<file path="config.mk">
export PLATFORM = sky130hd
export DESIGN_NAME = wb_arbiter
export DESIGN_NICKNAME = d
export VERILOG_FILES = /design/src/rtl/wb_arbiter.sv
export SDC_FILE = /design/constraint.sdc
export NUM_CORES = 1
export LEC_CHECK = 0
export ABC_AREA = 1
export CAP_MARGIN = 20
export CORE_AREA = 3 3 196 121
export DETAILED_ROUTE_END_ITERATION = 16
export DIE_AREA = 0 0 199 124
export GPL_TIMING_DRIVEN = 1
export PLACE_DENSITY = 0.58
export SETUP_SLACK_MARGIN = 0.1
export SYNTH_ARGS = -nofsm -noshare
export SYNTH_HDL_FRONTEND = slang
export SYNTH_SLANG_ARGS = --single-unit
export TNS_END_PERCENT = 10
</file>
<file path="constraint.sdc">
create_clock -name clk -period 2.5 [get_ports clk]
set_input_delay 0.25 -clock clk [delete_from_list [all_inputs] [get_ports clk]]
set_output_delay 0.25 -clock clk [all_outputs]
set_load 0.01 [all_outputs]
</file>
<file path="src/rtl/wb_arbiter.sv">
// rtl/wb_arbiter.sv - register-file write-back arbiter: pipeline writes take priority,
// long-latency results wait in a 2-entry in-order queue and are killed by younger pipe writes.
module wb_arbiter #(
   parameter int DATA_W = 32,
   parameter int ADDR_W = 5
) (
   input  logic              clk,
   input  logic              rst,
   input  logic              pipe_we,
   input  logic [ADDR_W-1:0] pipe_waddr,
   input  logic [DATA_W-1:0] pipe_wdata,
   input  logic              div_valid,
   input  logic [ADDR_W-1:0] div_waddr,
   input  logic [DATA_W-1:0] div_wdata,
   output logic              div_ready,
   output logic              we,
   output logic [ADDR_W-1:0] waddr,
   output logic [DATA_W-1:0] wdata,
   input  logic [ADDR_W-1:0] chk_addr,
   output logic              chk_hit
);

   logic [1:0]        count, n_count;
   logic [ADDR_W-1:0] q_addr [2];
   logic [DATA_W-1:0] q_data [2];
   logic [ADDR_W-1:0] n_addr [2];
   logic [DATA_W-1:0] n_data [2];
   logic              n_we;
   logic [ADDR_W-1:0] n_waddr;
   logic [DATA_W-1:0] n_wdata;
   logic              pipe_eff, div_xfer, div_live, push;
   logic [1:0]        alive;

   assign pipe_eff  = pipe_we && (pipe_waddr != '0);
   assign div_ready = !rst && (count != 2'd2);
   assign div_xfer  = div_valid && div_ready;
   assign div_live  = div_xfer && (div_waddr != '0);

   // An entry survives this cycle unless an effective pipe write targets the same register.
   assign alive[0] = (count != 2'd0) && !(pipe_eff && (q_addr[0] == pipe_waddr));
   assign alive[1] = (count == 2'd2) && !(pipe_eff && (q_addr[1] == pipe_waddr));

   assign chk_hit = !rst && (chk_addr != '0) &&
                    ((alive[0] && (q_addr[0] == chk_addr)) ||
                     (alive[1] && (q_addr[1] == chk_addr)) ||
                     (div_xfer && (div_waddr == chk_addr)));

   always_comb begin
      n_count = count;
      n_addr  = q_addr;
      n_data  = q_data;
      n_we    = 1'b0;
      n_waddr = waddr;
      n_wdata = wdata;
      push    = 1'b0;
      if (pipe_eff) begin
         n_we    = 1'b1;
         n_waddr = pipe_waddr;
         n_wdata = pipe_wdata;
         if (alive[0]) begin
            n_count = alive[1] ? 2'd2 : 2'd1;
         end else if (alive[1]) begin
            n_addr[0] = q_addr[1];
            n_data[0] = q_data[1];
            n_count   = 2'd1;
         end else begin
            n_count = 2'd0;
         end
         push = div_live && (div_waddr != pipe_waddr);
      end else if (count != 2'd0) begin
         n_we      = 1'b1;
         n_waddr   = q_addr[0];
         n_wdata   = q_data[0];
         n_addr[0] = q_addr[1];
         n_data[0] = q_data[1];
         n_count   = count - 2'd1;
         push      = div_live;
      end else if (div_live) begin
         // Empty queue: forward the result straight to the write port.
         n_we    = 1'b1;
         n_waddr = div_waddr;
         n_wdata = div_wdata;
      end
      // div_ready guarantees at most one resident entry whenever a push lands here.
      if (push) begin
         if (n_count == 2'd0) begin
            n_addr[0] = div_waddr;
            n_data[0] = div_wdata;
         end else begin
            n_addr[1] = div_waddr;
            n_data[1] = div_wdata;
         end
         n_count = n_count + 2'd1;
      end
   end

   always_ff @(posedge clk) begin
      if (rst) begin
         count     <= 2'd0;
         q_addr[0] <= '0;
         q_addr[1] <= '0;
         q_data[0] <= '0;
         q_data[1] <= '0;
         we        <= 1'b0;
         waddr     <= '0;
         wdata     <= '0;
      end else begin
         count  <= n_count;
         q_addr <= n_addr;
         q_data <= n_data;
         we     <= n_we;
         waddr  <= n_waddr;
         wdata  <= n_wdata;
      end
   end

endmodule

</file>
==> flow_summary.yaml <==
status:
  status: "completed"
routing:
  routed_wl_um: 23600
  wl_per_cell_um: 16.2
  drt-pass1-iter-count: 5
  dr.first_iter.drc_count: 713
  vias: 7230
  drcViolationCount: 0
  antenna_left: 0
  viasPerCell: 4.97
cells_and_area:
  n_antenna_cell: 0
  post-route-util_pct: 41.9
  design_area_um2: 9240
  drive_above_1_share_pct: 9.92
  n_fill_cell: 2256
  syn2layout_area_growth_pct: 35.5
  nets: 1243
floorplanning:
  io_pins: 123
  coreArea_um2: 22000
  die_h_um: 124
  chipWidth_um: 199
  die-area_um2: 24700
  initial_utilization_pct: 31.0
  rows: 42
sta:
  maxSlewHeadroom_pct: 58.6
  finClkSkew_ns: 0.00827
  hold_viol: 0
  worst_slack_ns: 0.127
  setup_viol: 0
  maxSlewViolCount: 0
  fin_crit_sh_pct: 94.9
  fin_crit_ns: 2.37
  maxClockFrequency_mhz: 421
  rsz0062_at_grt: "true"
  worst_slew_pin_slew_ns: 0.622
  fin_tns_setup_ns: 0
synthesis:
  synth_edf_count: 0
  synth_area_um2: 6820
  synth_ff_type: "dfxtp_1"
  yosysUniqueCellTypes: 34
  syn_nets: 1138
  yosysWarnings: 0
  syn_avg_cell_area_um2: 6.47
  synth.yosys.seq_area_share_pct: 33.5
  postSynthCellCount: 1053
  synth.ff_latch_count: 114
  synthArstFlopShare_pct: 0
placement:
  post-dp-hpwl_um: 14000
  place_congestion: 0.919
  dpl_cell_area_um2: 8340
  portBuffers: 122
  pre_cts_ws_ns: -0.386
worst_setup_path:
  worst-endpoint-required_ns: 2.25
  critical_path_class: "flop to primary output"
  cp_max_fo: 39
  setup.worst_path.end_class: "primary output"
  setup.worst_path.start_class: "flop"
  reg2reg_depth: 13
  arrival_ns: 2.12
grt:
  grt_first_pass_wirelength_um: 37000
  track_usage_pct: 19.0
  grt_pass1_vias: 6774
  grt-ovfl-total: 0
  grt_max_degree: 152
  antenna_found_initial: 0
clock_network:
  clk_pin_slew_ns: 0.05
  clock_latency_ns: 0.43
  cts_made_buffers: 17
  clk_path_buf_depth: 2
  clockRootBuffer: "clkbuf_16"
  htree_levels: 4
  cts_tree: "done"
  cts.sink_count: 114
  ctsHoldBuffers: 0
job:
  cap_violations: 0
pwr:
  p_leak_nw: 4.04
  power.density_nw_per_um2: 674
  ir_worst_vdd_mv: 0.493
worst_hold_path:
  hold_path_depth: 4
  hold_class: "primary input to flop"
## metal layers
layer  global-route usage, %  part of all wire (%)  routed length [um]  vias to the layer above
li1                        -                     -                   -                     3676
met1                    28.3                    50               11900                     3267
met2                    27.5                    41                9730                      276
met3                    4.08                   7.6                1790                       11
met4                    4.74                  0.77                 181                        0
met5                       0                     0                   0                        -
## kinds of logic (layout without fill, tap and decap cells)
| kind of cell | count (synthesis) | count (layout) | share of synthesized area [%] |
|---|---|---|---|
| compound gates | 269 | 269 | 22.0 |
| xor+xnor | 23 | 23 | 2.95 |
| fa+ha+maj | 2 | 2 | 0.367 |
| buf+inv | 214 | 330 | 13.8 |
| flops | 114 | 114 | 33.5 |
| simple gates | 431 | 431 | 27.4 |
## flip-flops by register name, indices dropped and copies added, names as in the netlist
| signal | cells |
|---|---|
| waddr | 5 |
| q_data | 64 |
| q_addr | 10 |
| count | 2 |
| wdata | 32 |
| we | 1 |
## metrics by stage
step | power, mW | hold slack (ns) | instances
finish | 6.23 | 0.317 | 1455
global route | 6.57 | 0.348 | 1455
CTS | 6.20 | 0.382 | 1444
detailed placement | 3.55 | 0.509 | 1414
global placement | 3.54 | 0.508 | 1414
floorplan | 3.00 | 0.319 | 1053
## where the power goes
group / internal, mW / switching [mW]
logic: 0.652 / 0.858
clock network: 1.73 / 0.897
registers: 2.00 / 0.0917
## layout make-up
cell class	count	area [um2]	area share, %
multi-input cells	725	3680	39.9
flip-flops and latches	114	2290	24.8
repair buffers	174	1790	19.4
inverters	126	487	5.27
clock buffers	21	470	5.09
well taps	286	358	3.87
clock inverters	9	155	1.68
## synth_stat cells, types with 2 or more instances
cell type  instances  area (um2)
o21ai_1           34         170
nor2_1            82         308
nor2_2             4        25.0
xnor2_1           13         114
buf_6             11         124
dfxtp_1          114        2280
xor2_1            10        87.6
nand2_1          249         935
o211ai_1          37         278
nand3_2            3        30.0
buf_1              8        30.0
ha_1               2        25.0
inv_4              2        12.5
o21ai_0          117         586
inv_1            122         458
inv_2              2        7.51
nor3_1             2        10.0
nand4_1           40         250
buf_4              2        15.0
a31oi_1           39         244
buf_2             31         155
a21oi_1           40         200
nand2_4            2        22.5
nand3_1           43         215
clkbuf_1          35         131
## worst paths after layout
check,startpoint,to,slack (ns)
setup / recovery,count[1]$_SDFF_PP0_,div_ready,0.13
hold / removal,pipe_waddr[0],waddr[0]$_SDFFE_PP0P_,0.32
setup reg to reg,q_addr[2]$_SDFFE_PP0P_,q_data[10]$_SDFFE_PP0P_,0.18
hold reg to reg,q_data[0]$_SDFFE_PP0P_,q_data[0]$_SDFFE_PP0P_,0.52
## timing repair
item	4_1_cts	5_1_grt
gates resized for setup	10	24
pin swaps	0	3
buffers inserted	0	4
gates cloned	0	7
setup endpoints to repair	56	76
## cells in the final DEF (no fill, tap or decap), types with 2 or more instances in the layout
master             n
bufinv_16          4
nor2_2             2
nor3_1             2
inv_1            118
inv_2              3
nand2_4            2
a21oi_1           39
buf_12             8
ha_4               2
nor2_1            81
a31oi_1           38
o21ai_0          112
inv_4              3
clkdlybuf4s50_1  116
dlygate4sd2_1      5
o211ai_1          37
nand3_4            2
nand3_1           42
xor2_1            10
xnor2_1           13
clkbuf_8           3
nand3_2            3
buf_6              4
clkbuf_16         21
nand4_1           40
o21ai_1           38
buf_4             36
clkinv_2           2
dfxtp_2            3
dfxtp_1          110
nand2_1          249
clkinvlp_4         4
nor2_4             3
## worst max-delay path, cell delays in order (launching register included)
cell and delay, ns:
dfxtp_1 0.42, inv_2 0.07, nor2_4 0.12, buf_4 0.48, nor2_1 0.09, clkdlybuf4s50_1 0.50
(Power assumes the default switching activity.)
